### src/rtl/icache_axi_refill_engine.sv
// AXI read-channel refill engine for an instruction cache: one outstanding line or word fetch.
// Optional feature: define ICACHE_REFILL_ERR_EN to report AXI read errors on rtrn_err_o.
module icache_axi_refill_engine #(
  parameter int unsigned LineWidth    = 128,
  parameter int unsigned AxiDataWidth = 64,
  parameter int unsigned PlenWidth    = 56,
  parameter int unsigned TidWidth     = 2,
  parameter int unsigned AxiIdWidth   = 4,
  parameter int unsigned AxiRdId      = 0
) (
  input  logic                    clk_i,
  input  logic                    rst_ni,
  input  logic                    clr_i,
  input  logic                    kill_i,
  input  logic                    req_valid_i,
  output logic                    req_ready_o,
  input  logic [PlenWidth-1:0]    req_paddr_i,
  input  logic                    req_nc_i,
  input  logic [TidWidth-1:0]     req_tid_i,
  output logic                    ar_valid_o,
  input  logic                    ar_ready_i,
  output logic [PlenWidth-1:0]    ar_addr_o,
  output logic [7:0]              ar_len_o,
  output logic [2:0]              ar_size_o,
  output logic [AxiIdWidth-1:0]   ar_id_o,
  input  logic                    r_valid_i,
  output logic                    r_ready_o,
  input  logic [AxiDataWidth-1:0] r_data_i,
  input  logic                    r_last_i,
  input  logic [1:0]              r_resp_i,
  output logic                    rtrn_vld_o,
  output logic [LineWidth-1:0]    rtrn_data_o,
  output logic [TidWidth-1:0]     rtrn_tid_o,
  output logic                    rtrn_err_o,
  output logic                    busy_o
);

  localparam int unsigned Beats   = LineWidth / AxiDataWidth;
  localparam int unsigned WordOff = $clog2(AxiDataWidth / 8);
  localparam int unsigned LineOff = $clog2(LineWidth / 8);
  localparam int unsigned SliceW  = (Beats > 1) ? $clog2(Beats) : 1;
  localparam int unsigned CntW    = $clog2(Beats + 1);

  localparam logic [PlenWidth-1:0]  LineMask = {{(PlenWidth-LineOff){1'b1}}, {LineOff{1'b0}}};
  localparam logic [PlenWidth-1:0]  WordMask = {{(PlenWidth-WordOff){1'b1}}, {WordOff{1'b0}}};
  localparam logic [7:0]            LenLine  = 8'(Beats - 1);
  localparam logic [2:0]            SizeW    = 3'(WordOff);
  localparam logic [AxiIdWidth-1:0] ArId     = AxiIdWidth'(AxiRdId);
  localparam logic [CntW-1:0]       CntMax   = CntW'(Beats);

  typedef enum logic [1:0] {IDLE, ADDR, DATA, RTRN} state_e;

  state_e                 r_state;
  state_e                 w_state_d;
  logic [CntW-1:0]        r_cnt;
  logic [LineWidth-1:0]   r_line;
  logic [PlenWidth-1:0]   r_paddr;
  logic                   r_nc;
  logic [TidWidth-1:0]    r_tid;
  logic                   r_kill;
  logic [SliceW-1:0]      w_nc_slice;
  logic [SliceW-1:0]      w_wr_slice;
  logic                   w_wr_en;
  logic                   w_rtrn;

  if (Beats > 1) begin : g_nc_slice
    assign w_nc_slice = r_paddr[LineOff-1:WordOff];
  end else begin : g_nc_slice_single
    assign w_nc_slice = '0;
  end

  // Non-cacheable beats land at their word position; cacheable beats past the line are dropped.
  assign w_wr_slice = r_nc ? w_nc_slice : r_cnt[SliceW-1:0];
  assign w_wr_en    = r_valid_i && (r_state == DATA) && (r_nc || (r_cnt < CntMax));

  always_comb begin
    w_state_d = r_state;
    unique case (r_state)
      IDLE: if (req_valid_i)            w_state_d = ADDR;
      ADDR: if (ar_ready_i)             w_state_d = DATA;
      DATA: if (r_valid_i && r_last_i)  w_state_d = RTRN;
      RTRN:                             w_state_d = IDLE;
      default:                          w_state_d = IDLE;
    endcase
  end

  always_ff @(posedge clk_i or negedge rst_ni) begin
    if (!rst_ni) begin
      r_state <= IDLE;
      r_cnt   <= '0;
      r_line  <= '0;
      r_paddr <= '0;
      r_nc    <= 1'b0;
      r_tid   <= '0;
      r_kill  <= 1'b0;
    end else if (clr_i) begin
      r_state <= IDLE;
      r_cnt   <= '0;
      r_line  <= '0;
      r_paddr <= '0;
      r_nc    <= 1'b0;
      r_tid   <= '0;
      r_kill  <= 1'b0;
    end else begin
      r_state <= w_state_d;
      unique case (r_state)
        IDLE: begin
          r_kill <= 1'b0;
          if (req_valid_i) begin
            r_paddr <= req_paddr_i;
            r_nc    <= req_nc_i;
            r_tid   <= req_tid_i;
          end
        end
        ADDR: begin
          if (kill_i)     r_kill <= 1'b1;
          if (ar_ready_i) r_cnt  <= '0;
        end
        DATA: begin
          if (kill_i) r_kill <= 1'b1;
          if (r_valid_i) begin
            if (w_wr_en) r_line[int'(w_wr_slice)*AxiDataWidth +: AxiDataWidth] <= r_data_i;
            if (r_cnt != CntMax) r_cnt <= r_cnt + CntW'(1);
          end
        end
        default: ;
      endcase
    end
  end

  // A kill or clear arriving in the return cycle itself still cancels the return.
  assign w_rtrn = (r_state == RTRN) && !r_kill && !kill_i && !clr_i;

  assign req_ready_o = (r_state == IDLE);
  assign ar_valid_o  = (r_state == ADDR);
  assign r_ready_o   = (r_state == DATA);
  assign busy_o      = (r_state != IDLE);
  assign ar_addr_o   = ar_valid_o ? (r_paddr & (r_nc ? WordMask : LineMask)) : '0;
  assign ar_len_o    = (ar_valid_o && !r_nc) ? LenLine : 8'd0;
  assign ar_size_o   = ar_valid_o ? SizeW : 3'd0;
  assign ar_id_o     = ar_valid_o ? ArId : '0;
  assign rtrn_vld_o  = w_rtrn;
  assign rtrn_data_o = r_line;
  assign rtrn_tid_o  = r_tid;

`ifdef ICACHE_REFILL_ERR_EN
  logic r_err;

  always_ff @(posedge clk_i or negedge rst_ni) begin
    if (!rst_ni) begin
      r_err <= 1'b0;
    end else if (clr_i || (r_state == IDLE)) begin
      r_err <= 1'b0;
    end else if ((r_state == DATA) && r_valid_i && r_resp_i[1]) begin
      r_err <= 1'b1;
    end
  end

  assign rtrn_err_o = w_rtrn && r_err;
`else
  logic w_unused_resp;
  assign w_unused_resp = ^r_resp_i;
  assign rtrn_err_o    = 1'b0;
`endif

endmodule
### config.mk
export PLATFORM = sky130hd
export DESIGN_NAME = icache_axi_refill_engine
export DESIGN_NICKNAME = d
export VERILOG_FILES = /design/src/rtl/icache_axi_refill_engine.sv
export SDC_FILE = /design/constraint.sdc
export NUM_CORES = 1
export LEC_CHECK = 0
export ABC_AREA = 1
export CAP_MARGIN = 20
export CORE_AREA = 8 8 142 171
export CTS_CLUSTER_DIAMETER = 60
export DETAILED_ROUTE_END_ITERATION = 16
export DIE_AREA = 0 0 150 179
export GPL_ROUTABILITY_DRIVEN = 0
export GPL_TIMING_DRIVEN = 1
export PLACE_DENSITY = 0.79
export SKIP_LAST_GASP = 1
export SLEW_MARGIN = 20
export SYNTH_ARGS = -nofsm -noshare
export SYNTH_HDL_FRONTEND = slang
export SYNTH_SLANG_ARGS = --single-unit
### constraint.sdc
create_clock -name clk_i -period 1.66 [get_ports clk_i]
set_input_delay 0.249 -clock clk_i [delete_from_list [all_inputs] [get_ports clk_i]]
set_output_delay 0.249 -clock clk_i [all_outputs]
set_load 0.02 [all_outputs]
==> flow_summary.json <==
{
  "wl_mm": 36.3,
  "p_per_area_mw_per_mm2": 1060,
  "syn2layout_area_growth_pct": 82.9,
  "path_class": "reg2out",
  "root_buffer": "clkbuf_16",
  "n_fill_cell": 1355,
  "cts_tree": "yes",
  "fin_skew_ns": 0.0134,
  "synth_ff_type": "dfrtp_1",
  "die_w_um": 150,
  "clock-sinks": 189,
  "synthCells": 993,
  "final-setup-viol-count": 233,
  "die_h_um": 179,
  "synth_mux_area_share_pct": 0,
  "wire_per_inst_um": 22.0,
  "arrival_ns": 1.67,
  "final_util_pct": 72.5,
  "nNetsFinal": 1505,
  "core-area_mm2": 0.0214,
  "yosysTopAreaCell": "dfrtp_1",
  "synth_edf_count": 0,
  "grt_usage_pct": 21.6,
  "seqCellArea_mm2": 0.00473,
  "gr-total-overflow": 0,
  "violations": "negative setup slack",
  "postLayoutCellArea_mm2": 0.0155,
  "ant_nets": 0,
  "synth_compound_area_share_pct": 3.72,
  "clk_pin_slew_worst_paths_ns": 0.08,
  "synth_top_family_by_area": "simple AND/OR/NAND/NOR gates",
  "drive_gt1_share_pct": 34.7,
  "cts_buffers": 17,
  "worstHoldPathType": "in2async",
  "yosys_warnings": 0,
  "dr.pass1.iters": 5,
  "via_count": 8782,
  "outcome": "complete, but fails checks",
  "setup.worst_path.start": "r_state[1]",
  "start_util_pct": 39.6,
  "cap_violations": 0,
  "crit_path_max_fanout": 25,
  "drc_errors": 0,
  "finalCritPeriodShare_pct": 116,
  "rows": 59,
  "clkLatencyLatePin_ns": 0.43,
  "pin_count": 340,
  "crit_required_ns": 1.41,
  "end_kind": "primary output",
  "io_buffers": 318,
  "via_per_inst": 5.31,
  "synth_xor_xnor_area_share_pct": 0,
  "grt_pass1_wl_mm": 45.0,
  "grt_pass1_vias": 8305,
  "whs_ns": 0.326,
  "drt_iter0_markers": 616,
  "multi_input_area_mm2": 0.00407,
  "fin_ws_ns": -0.261,
  "min_period_ns": 1.92,
  "drv_slew": 0,
  "die_area_mm2": 0.0269,
  "hold_viol_final": 0,
  "ys_top_cells_by_count": "nand2_1 (381), dfrtp_1 (189), inv_1 (118)",
  "ys_async_sr_fraction_pct": 100,
  "grt_max_degree": 51,
  "synth_top_area_share_pct": 55.8,
  "syn-cell-area_mm2": 0.00848,
  "start_kind": "register",
  "dpl_cell_area_mm2": 0.0122,
  "yosysSeqAreaShare_pct": 55.8,
  "p_leak_nw": 10.1,
  "max_freq_ghz": 0.521,
  "dp_hpwl_mm": 20.1,
  "cts_buffer_depth": 2,
  "r2r_start": "r_state[0]",
  "rsz0062_at_grt": "true",
  "yosys.cell_types.count": 23,
  "ys_seq_elements": 189,
  "grt_antenna_before_repair": 1,
  "yosys-top-cells-area": "dfrtp_1 (56%), nand2_1 (17%), inv_1 (5.2%)",
  "syn_avg_cell_area_um2": 8.54,
  "synth_most_common_cell": "nand2_1",
  "synth_fa_ha_area_share_pct": 0.738,
  "yosys.area_share.simple_pct": 27.7,
  "ir_drop_mv": 0.885,
  "cts_htree_levels": 4
}
## final cells by class
cell class | instances | share of cell area [%]
clock buffers | 17 | 2.74
flip-flops and latches | 189 | 30.5
repair buffers | 420 | 34.1
multi-input cells | 619 | 26.3
inverters | 120 | 2.98
well taps | 274 | 2.21
clock inverters | 15 | 1.16
diodes | 1 | 0.0161
## through the flow
| step | TNS [ns] | instances | total power (W) | setup WS, ns |
|---|---|---|---|---|
| 2_1_floorplan | 0 | 1008 | 0.00791 | 0.00144 |
| 3_3_place_gp | -32.44 | 1565 | 0.0102 | -0.386 |
| 3_5_place_dp | -37.50 | 1565 | 0.0103 | -0.393 |
| 4_1_cts | -23.86 | 1616 | 0.0149 | -0.266 |
| 5_1_grt | -43.33 | 1655 | 0.0171 | -0.355 |
| 6_report | -25.69 | 1655 | 0.0165 | -0.261 |
## worst max-delay path, stage by stage, from the launching register on
cell	delay, ns
dfrtp_1	0.40
inv_2	0.08
ha_4	0.18
buf_12	0.18
nand2_1	0.08
inv_1	0.06
clkdlybuf4s15_2	0.25
## sequential cells by signal (all words and copies together), names as in the netlist
name and cells:
rtrn_data_o 128, r_paddr 53, r_cnt 2, rtrn_tid_o 2, r_nc 1, r_kill 1
r_state 2
## path summary, 6_finish.rpt
| kind | to | slack [ns] | cells past startpoint |
|---|---|---|---|
| setup reg to reg | r_paddr[23] | -0.15 | 10 |
| hold reg to reg | rtrn_data_o[61] | 0.47 | 2 |
| max in group asynchronous | r_state[0] | 0.70 | 3 |
| setup / recovery | ar_addr_o[8] | -0.26 | 6 |
| min in group clk_i | r_paddr[44] | 0.39 | 3 |
| hold / removal | rtrn_data_o[8] | 0.33 | 2 |
## cell usage in the layout, fill, tap and decap left out, drive strengths merged, types with 2 or more instances in the layout
master | synthesis | routed
o21ai | 58 | 58
clkdlybuf4s50 | 0 | 128
dlymetal6s2s | 0 | 128
nand2 | 396 | 397
clkdlybuf4s15 | 0 | 46
clkinv | 0 | 7
ha | 5 | 5
nor2 | 9 | 9
conb | 1 | 16
a21oi | 2 | 2
nand3 | 63 | 63
nand4 | 68 | 68
dfrtp | 189 | 189
clkbuf | 9 | 39
buf | 72 | 95
inv | 120 | 126
## layer usage
layer  GRT usage [%]  share of wire (%)  vias up
li1                -                  -     3846
met1            24.8                 35     4365
met2            37.0                 52      472
met3            6.16                8.7       99
met4            9.05                4.1        0
met5               0                  0        -
## what timing repair did
item	in CTS	in global routing
endpoints found under the setup margin	348	372
setup buffers	7	19
endpoints found under the hold margin	37	0
gates cloned	11	26
pin swaps	5	39
hold buffers	1	0
resized for setup	235	555
## cell families after synthesis
| kind of cell | Yosys count |
|---|---|
| AO/OA/AOI/OAI | 60 |
| adder cells (fa/ha/maj) | 5 |
| buffers and inverters | 201 |
| flip-flops | 189 |
| other | 1 |
| AND/OR/NAND/NOR | 537 |
## power by group
part           total, W  internal [W]  switching, W
clock           0.00423       0.00217       0.00206
sequential      0.00553       0.00510      0.000428
combinational   0.00669       0.00306       0.00363
Note: power is estimated with default switching activity, not from simulation.
